File: src/rtl/memoredf_arbiter_pkg.sv
// Shared types and helpers for the MemorEDF queue arbiter.
package memoredf_arbiter_pkg;

    typedef enum logic [1:0] {
        ARB_FIXED  = 2'd0,
        ARB_RR     = 2'd1,
        ARB_RANDOM = 2'd2
    } arb_mode_e;

    localparam logic [15:0] DEFAULT_TAPS = 16'hB400;
    localparam logic [15:0] DEFAULT_SEED = 16'h8000;

    // Operates on a zero-extended 32-bit container; callers truncate back to their LFSR width.
    function automatic logic [31:0] galois_step(input logic [31:0] s, input logic [31:0] taps);
        return (s >> 1) ^ (s[0] ? taps : 32'h0);
    endfunction

endpackage

File: src/rtl/rotated_priority_encoder.sv
// Picks the first set request bit scanning upward from offset, wrapping modulo N.
module rotated_priority_encoder #(
    parameter int N = 4
) (
    input  logic [$clog2(N)-1:0] offset,
    input  logic [N-1:0]         request,
    output logic [$clog2(N)-1:0] index,
    output logic                 found
);

    localparam int W = $clog2(N);

    logic [W:0] pos;

    always_comb begin
        index = '0;
        found = 1'b0;
        pos   = '0;
        for (int unsigned k = 0; k < N; k++) begin
            pos = {1'b0, offset} + (W + 1)'(k);
            if (pos >= (W + 1)'(N)) begin
                pos = pos - (W + 1)'(N);
            end
            if (!found && request[pos[W-1:0]]) begin
                found = 1'b1;
                index = pos[W-1:0];
            end
        end
    end

endmodule

File: src/rtl/lfsr_rotating_arbiter.sv
// Queue arbiter: fixed / round-robin / LFSR-rotated priority with an age-based starvation guard
// and a registered valid/ready grant output.
module lfsr_rotating_arbiter
    import memoredf_arbiter_pkg::*;
#(
    parameter int                     STATE_WIDTH      = 16,
    parameter logic [STATE_WIDTH-1:0] TAPS             = STATE_WIDTH'(DEFAULT_TAPS),
    parameter logic [STATE_WIDTH-1:0] SEED             = STATE_WIDTH'(DEFAULT_SEED),
    parameter int                     NUMBER_OF_QUEUES = 4,
    parameter int                     MAX_WAIT         = 8
) (
    input  logic                                clock,
    input  logic                                reset,
    input  logic [NUMBER_OF_QUEUES-1:0]         empty,
    input  logic [1:0]                          mode,
    input  logic                                seed_load,
    input  logic [STATE_WIDTH-1:0]              seed_value,
    output logic                                grant_valid,
    input  logic                                grant_ready,
    output logic [$clog2(NUMBER_OF_QUEUES)-1:0] grant_sel,
    output logic [STATE_WIDTH-1:0]              lfsr_state
);

    localparam int N     = NUMBER_OF_QUEUES;
    localparam int IDX_W = $clog2(N);
    localparam int AGE_W = (MAX_WAIT > 0) ? $clog2(MAX_WAIT + 1) : 1;

    logic [IDX_W-1:0]       rr_offset, rr_next;
    logic [STATE_WIDTH-1:0] lfsr_next;
    logic [AGE_W-1:0]       age      [N];
    logic [AGE_W-1:0]       age_next [N];

    logic             handshake, load;
    logic [IDX_W-1:0] offset;
    logic [N-1:0]     starve_req;
    logic [IDX_W-1:0] pick_idx, starve_idx, pick;
    logic             pick_found, starve_found;

    always_comb begin
        handshake = grant_valid & grant_ready;
        load      = !grant_valid || handshake;

        lfsr_next = lfsr_state;
        if (seed_load) begin
            lfsr_next = (seed_value == '0) ? SEED : seed_value;
        end else if (handshake) begin
            lfsr_next = STATE_WIDTH'(galois_step(32'(lfsr_state), 32'(TAPS)));
        end

        rr_next = rr_offset;
        if (handshake) begin
            rr_next = (grant_sel == IDX_W'(N - 1)) ? '0 : grant_sel + IDX_W'(1);
        end

        for (int unsigned i = 0; i < N; i++) begin
            age_next[i] = age[i];
            if (handshake) begin
                if (empty[i] || grant_sel == IDX_W'(i)) begin
                    age_next[i] = '0;
                end else if (age[i] != AGE_W'(MAX_WAIT)) begin
                    age_next[i] = age[i] + AGE_W'(1);
                end
            end
        end

        // The pick sees state as it stands after this cycle's handshake, so the grant
        // being retired already counts as a bypass and the rotation has already advanced.
        starve_req = '0;
        for (int unsigned i = 0; i < N; i++) begin
            starve_req[i] = (MAX_WAIT != 0) && !empty[i] && (age_next[i] == AGE_W'(MAX_WAIT));
        end

        case (arb_mode_e'(mode))
            ARB_RR:     offset = rr_next;
            ARB_RANDOM: offset = IDX_W'(lfsr_next % STATE_WIDTH'(N));
            default:    offset = '0;
        endcase
    end

    rotated_priority_encoder #(.N(N)) u_policy_enc (
        .offset  (offset),
        .request (~empty),
        .index   (pick_idx),
        .found   (pick_found)
    );

    rotated_priority_encoder #(.N(N)) u_starve_enc (
        .offset  ('0),
        .request (starve_req),
        .index   (starve_idx),
        .found   (starve_found)
    );

    assign pick = starve_found ? starve_idx : pick_idx;

    always_ff @(posedge clock or negedge reset) begin
        if (!reset) begin
            grant_valid <= 1'b0;
            grant_sel   <= '0;
            lfsr_state  <= SEED;
            rr_offset   <= '0;
            for (int unsigned i = 0; i < N; i++) begin
                age[i] <= '0;
            end
        end else begin
            lfsr_state <= lfsr_next;
            rr_offset  <= rr_next;
            for (int unsigned i = 0; i < N; i++) begin
                age[i] <= age_next[i];
            end
            if (load) begin
                if (pick_found) begin
                    grant_valid <= 1'b1;
                    grant_sel   <= pick;
                end else begin
                    grant_valid <= 1'b0;
                end
            end
        end
    end

endmodule

File: config.mk
export PLATFORM = sky130hd
export DESIGN_NAME = lfsr_rotating_arbiter
export DESIGN_NICKNAME = d
export VERILOG_FILES = /design/src/rtl/memoredf_arbiter_pkg.sv /design/src/rtl/rotated_priority_encoder.sv /design/src/rtl/lfsr_rotating_arbiter.sv
export SDC_FILE = /design/constraint.sdc
export NUM_CORES = 1
export LEC_CHECK = 0
export BUFFER_PORTS_ARGS = -buffer_cell sky130_fd_sc_hd__buf_2
export CAP_MARGIN = 0
export CORE_MARGIN = 8
export CORE_UTILIZATION = 30
export CTS_BUF_LIST = sky130_fd_sc_hd__clkbuf_2 sky130_fd_sc_hd__clkbuf_4 sky130_fd_sc_hd__clkbuf_8
export CTS_CLUSTER_DIAMETER = 100
export DETAILED_ROUTE_END_ITERATION = 12
export PLACE_DENSITY_LB_ADDON = 0.05
export SLEW_MARGIN = 20
export SYNTH_ARGS = -nofsm -noshare
export SYNTH_HDL_FRONTEND = slang
export SYNTH_SLANG_ARGS = --single-unit
File: constraint.sdc
create_clock -name clock -period 3.58 [get_ports clock]
set_input_delay 0.179 -clock clock [delete_from_list [all_inputs] [get_ports clock]]
set_output_delay 0.179 -clock clock [all_outputs]
set_load 0.02 [all_outputs]
==> reports/metrics.cfg, run 1 <==
[placement]
io_buffer_count = 44
place_congestion = 0.8207
dp_hpwl_um = 5007

[global_routing]
grt_max_degree = 38
grt_pass1_vias = 2239
track_usage_pct = 12.34
grt_overflow_total = 0
grt_pass1_wl_um = 11430
antenna_found_initial = 0

[sta]
drv_slew = 0
worst_slew_pin_slew_ns = 0.9079
fmax_ghz = 0.3756
tns_ns = 0
grt_setup_unrepaired = no
fin_crit_ns = 2.662
finalCritPeriodShare_pct = 74.36
finalHoldViolations = 0
setup-violations-final = 0
clock_skew_ns = 0.01247
slew_headroom_pct = 39.47

[cells_and_area]
fin_nets = 354
area_growth_syn_to_layout_pct = 15.11
final_cell_mix = buf_2, dfrtp_1, nand2_1
final_layout_size_suffix_gt1_share_pct = 22.22
final_common_cell = buf_2
antenna_cells = 0

[yosys]
synthArstFlopShare_pct = 100.0
syn-cell-area_sq_um = 2542
synth-seq-area-share_pct = 36.47
synthCells = 275
yosys_warnings = 0
synth_edf_count = 0
ys_ff_latch = 37
synth_cell_types = 64
synth_nets = 315
synth_ff_type = dfrtp_1
synth_area_per_cell_sq_um = 9.245

[floorplan]
die_area_sq_um = 11680
core_area_sq_um = 8217
die_w_um = 108.1
die_y_um = 108.1
fp-row-count = 33
initial_core_util_pct = 30.94
ios = 45

[worst_setup_path]
cp-end-kind = flop
crit_fanout = 20
required_ns = 3.80
arrival_ns = 2.89
critPathLaunchType = flop
cp_slowest_stage_delay_ns = 0.72
worstPathCellList = and2_1, o41a_1, o22ai_1, or4b_1, nor2b_1, o221ai_1, a22o_1
crit_type = reg -> reg
reg2reg_slack_ns = 0.92
cpMaxStageDelayCell = dfrtp_1

[cts]
clk-insertion-delay-late_ns = 0.29
clock_sinks = 37
post_cts_resized = 0
post_cts_buffers = 0
cts_inserted_buffers = 5
htreeDepth = 2
cts_root_buf = clkbuf_8
cts_tree = built
postCtsHoldBufs = 0
path_clk_slew_ns = 0.09
clockBufferDepth = 2

[route]
drt_iter0_drc = 88
dr.pass1.iters = 4
viasPerCell = 5.250
wirelength_um = 6900
drc = 0
antenna_left = 0
dr_total_vias = 2205
avgRoutedWirePerCell_um = 16.43

[flow_run]
drv_cap = 0

[pwr]
switching_share_pct = 34.32
pwr-share-clk_pct = 27.2
power.density_nw_per_um2 = 409.0
comb_power_share_pct = 28.7
vdd.ir_drop.worst_v = 0.0001610
p_leak_nw = 1.335
seqPwrFrac_pct = 44.1
switching_power_mw = 0.4108
fin_total_pwr_mw = 1.197
internal-power_mw = 0.7861

[hold_path]
hold_class = in -> async

[run_status]
status = finished clean

## per-layer routing
metal  up-vias  GRT usage [%]  part of all wire (%)
met1      1068          16.43                    49
met4         0          3.667                  0.88
met5         -              0                     0
met3         5          2.677                   4.2
met2        50          19.49                    46
li1       1082              -                     -
## registers in the layout, indices dropped and copies added (netlist names)
register	cells
age	16
grant_sel	2
grant_valid	1
lfsr_state	16
rr_offset	2
## cell type report
type                       count  area, sq um
timing repair buffer          45        227.7
clock buffer                   8        97.59
fill                         840         5290
tap                          105        131.4
sequential                    37        927.1
inverter                      16        60.06
multi-input combinational    209         1483
## cells by family after synthesis
logic type	count (synthesis)	share of synthesized area, %
muxes	19	7.579
buffers and inverters	29	5.217
adders and majority gates	14	6.890
and+or+nand+nor	99	21.70
xor gates and xnor gates	3	1.034
AOI/OAI and AO/OA	74	21.11
DFF	37	36.47
## power groups by stage
stage	combinational [mW]	sequential, mW	clock (mW)
after floorplan	0.217	0.551	0
after global placement	0.352	0.538	0
after detailed placement	0.345	0.537	0
after CTS	0.347	0.529	0.343
after global routing	0.388	0.538	0.354
final	0.343	0.528	0.326
## Yosys cell counts (all sizes together), types with 3 or more instances
cell    number  area share [%]
and2         3            0.74
mux2i       17             6.7
nand3        8             1.6
o31ai        3             1.3
and3b        4             1.4
or2          3            0.74
dfrtp       36              35
clkbuf       5            0.74
nand2       31             4.7
a21boi       6             1.8
ha          14             6.9
nor4         4            0.98
a21oi       10             2.4
a22o         3             1.0
nor3         5            0.98
and3         4            0.98
nor2        17             2.5
xnor2        3             1.0
buf          8             2.1
o21ai       25             5.2
nand2b       4            0.98
and4bb       5             2.5
o311ai       4             1.4
inv         16             2.4
## per-stage QoR
step	worst slack, ns	hold WS [ns]	instance area (sq um)	util [%]	instances
floorplan	1.354	-0.1166	2542	-	275
global placement	0.9746	0.3739	2829	34.43	412
detailed placement	0.9305	0.3807	2829	34.43	412
CTS	0.9143	0.04891	2927	35.62	420
global route	0.7073	0.08817	2927	35.62	420
finish	0.9179	0.009220	2927	35.62	420
## worst max-delay path, delay by kind of cell, from the launching register on
| family | cells | cell delay (ns) |
|---|---|---|
| AO/OA/AOI/OAI | 4 | 0.58 |
| flip-flops | 1 | 0.72 |
| AND/OR/NAND/NOR | 3 | 1.30 |
## worst paths after layout
| kind | startpoint | to | cells past startpoint |
|---|---|---|---|
| max in group asynchronous | reset | lfsr_state[5] | 1 |
| min in group clock | seed_value[12] | lfsr_state[12] | 3 |
| setup / recovery | grant_valid | grant_sel[1] | 7 |
| hold / removal | reset | age[5] | 1 |
| hold reg to reg | age[15] | age[15] | 1 |
| setup reg to reg | grant_valid | grant_sel[1] | 7 |
Power figures use the tool's default switching activity.
==> inputs of run 2 (changes only) <==
==> constraint.sdc (replaced) <==
create_clock -name clock -period 2.3 [get_ports clock]
set_input_delay 0.115 -clock clock [delete_from_list [all_inputs] [get_ports clock]]
set_output_delay 0.115 -clock clock [all_outputs]
set_load 0.02 [all_outputs]
==> run 2 against run 1 <==
Against the previous run: clock power grew 51%; sequential share of layout area shrank 1.9 points; clock-buffer cell count is the same; non-clock buffer count grew 18; fmax grew 21%; total power grew 61%; routed wire length grew 3.8%.
==> reports/metrics.cfg, run 2 (synthesis results as in run 1) <==
[floorplan]
die_w_um = 108.1
die_y_um = 108.1
initial_core_util_pct = 30.94
ios = 45
die_area_sq_um = 11680
core_area_sq_um = 8217
fp-row-count = 33

[worst_setup_path]
cp-end-kind = flop
required_ns = 2.50
crit_fanout = 5
crit_type = reg -> reg
critPathLaunchType = flop
r2r_end = grant_sel[0]
reg2regPathDepth = 8
r2r-start = grant_sel[0]
arrival_ns = 2.40
reg2reg_slack_ns = 0.11

[route]
dr_total_vias = 2256
dr.pass1.iters = 4
drc = 0
wirelength_um = 7161
avgRoutedWirePerCell_um = 16.35
viasPerCell = 5.151
antenna_left = 0
drt_iter0_drc = 110

[cells_and_area]
area_growth_syn_to_layout_pct = 22.83
final_cell_mix = buf_2, dfrtp_1, nand2_1
n_fill_cell = 868
antenna_cells = 0
reg.largest.list = age (16), lfsr_state (16)
final_area_sq_um = 3123
fin_nets = 372
multiInputGateArea_sq_um = 1545
final_common_cell = buf_2
regArea_sq_um = 929.6
final_layout_size_suffix_gt1_share_pct = 31.53

[placement]
dp_hpwl_um = 5333
io_buffer_count = 44
place_congestion = 0.8207
dpl_cell_area_sq_um = 2942

[sta]
setup-violations-final = 0
clock_skew_ns = 0.008667
worst_slew_pin_slew_ns = 0.9051
fmax_ghz = 0.4559
finalCritPeriodShare_pct = 95.36
fin_crit_ns = 2.193
tns_ns = 0
finalHoldViolations = 0
holdWs_ns = 0.05492
slew_headroom_pct = 39.66
grt_setup_unrepaired = no
drv_slew = 0

[global_routing]
grt_pass1_vias = 2400
track_usage_pct = 12.76
grt_pass1_wl_um = 12010
antenna_found_initial = 0
grt_overflow_total = 0
grt_max_degree = 38

[cts]
path_clk_slew_ns = 0.08
clock_sinks = 37
cts_root_buf = clkbuf_8
clk-insertion-delay-late_ns = 0.29
htreeDepth = 2
cts_tree = built
cts_inserted_buffers = 5
clockBufferDepth = 2

[hold_path]
hold_class = in -> reg
hold_path.startpoint = seed_value[14]
whs_endpoint = lfsr_state[14]
hold_depth = 3

[run_status]
status = finished clean

[pwr]
vdd.ir_drop.worst_v = 0.0002031
power.density_nw_per_um2 = 616.4
p_leak_nw = 1.416

[flow_run]
drv_cap = 0

==> run 2: metal layers <==
metal / part of all wire (%) / track usage [%] / up-vias
met1: 47 / 16.67 / 1090
met5: 0 / 0 / -
met3: 4.5 / 2.974 / 5
met4: 0.64 / 3.271 / 0
li1: - / - / 1121
met2: 48 / 20.66 / 40
==> run 2: how the worst max path moves through the flow <==
stage	depth (start not counted)	start	end
after global routing	8	grant_sel[1]	grant_sel[0]
after floorplan	8	grant_sel[0]	grant_sel[0]
final	8	grant_sel[0]	grant_sel[0]
after global placement	8	grant_sel[1]	grant_sel[0]
after CTS	8	grant_sel[0]	grant_sel[0]
after detailed placement	8	grant_sel[1]	grant_sel[0]
==> run 2: worst max-delay path: stages, from the launching register on <==
cell and delay (ns):
dfrtp_2 0.46, inv_2 0.08, ha_2 0.28, or3_1 0.39, o311ai_1 0.12, a21oi_2 0.15, a31o_1 0.22, o21a_1 0.18
o31ai_2 0.23
==> run 2: metrics by stage <==
stage               std cells  total power, mW  utilization [%]  setup slack (ns)
finish                    438            1.925            38.01            0.1067
detailed placement        427            1.412            35.80           0.05642
global placement          427            1.414            35.80           0.08060
floorplan                 275            1.196                -           0.07398
CTS                       436            1.917            37.03           0.03080
global route              438            2.057            38.01          0.007443
==> run 2: power breakdown <==
group | internal [mW] | switching (mW)
Sequential | 0.732 | 0.0864
Combinational | 0.275 | 0.339
Clock | 0.251 | 0.241
==> run 2: repair_timing <==
item,CTS,global route
buffers inserted,0,2
resized for setup,0,20
setup endpoints to repair,0,2
endpoints found under the hold margin,36,0
hold buffers,1,0
==> run 2: final cells by class <==
type	count	area share [%]
Multi-Input combinational cell	209	49.48
Tap cell	105	4.207
Timing Repair Buffer	63	11.70
Sequential cell	37	29.77
Inverter	16	1.923
Clock buffer	8	2.925
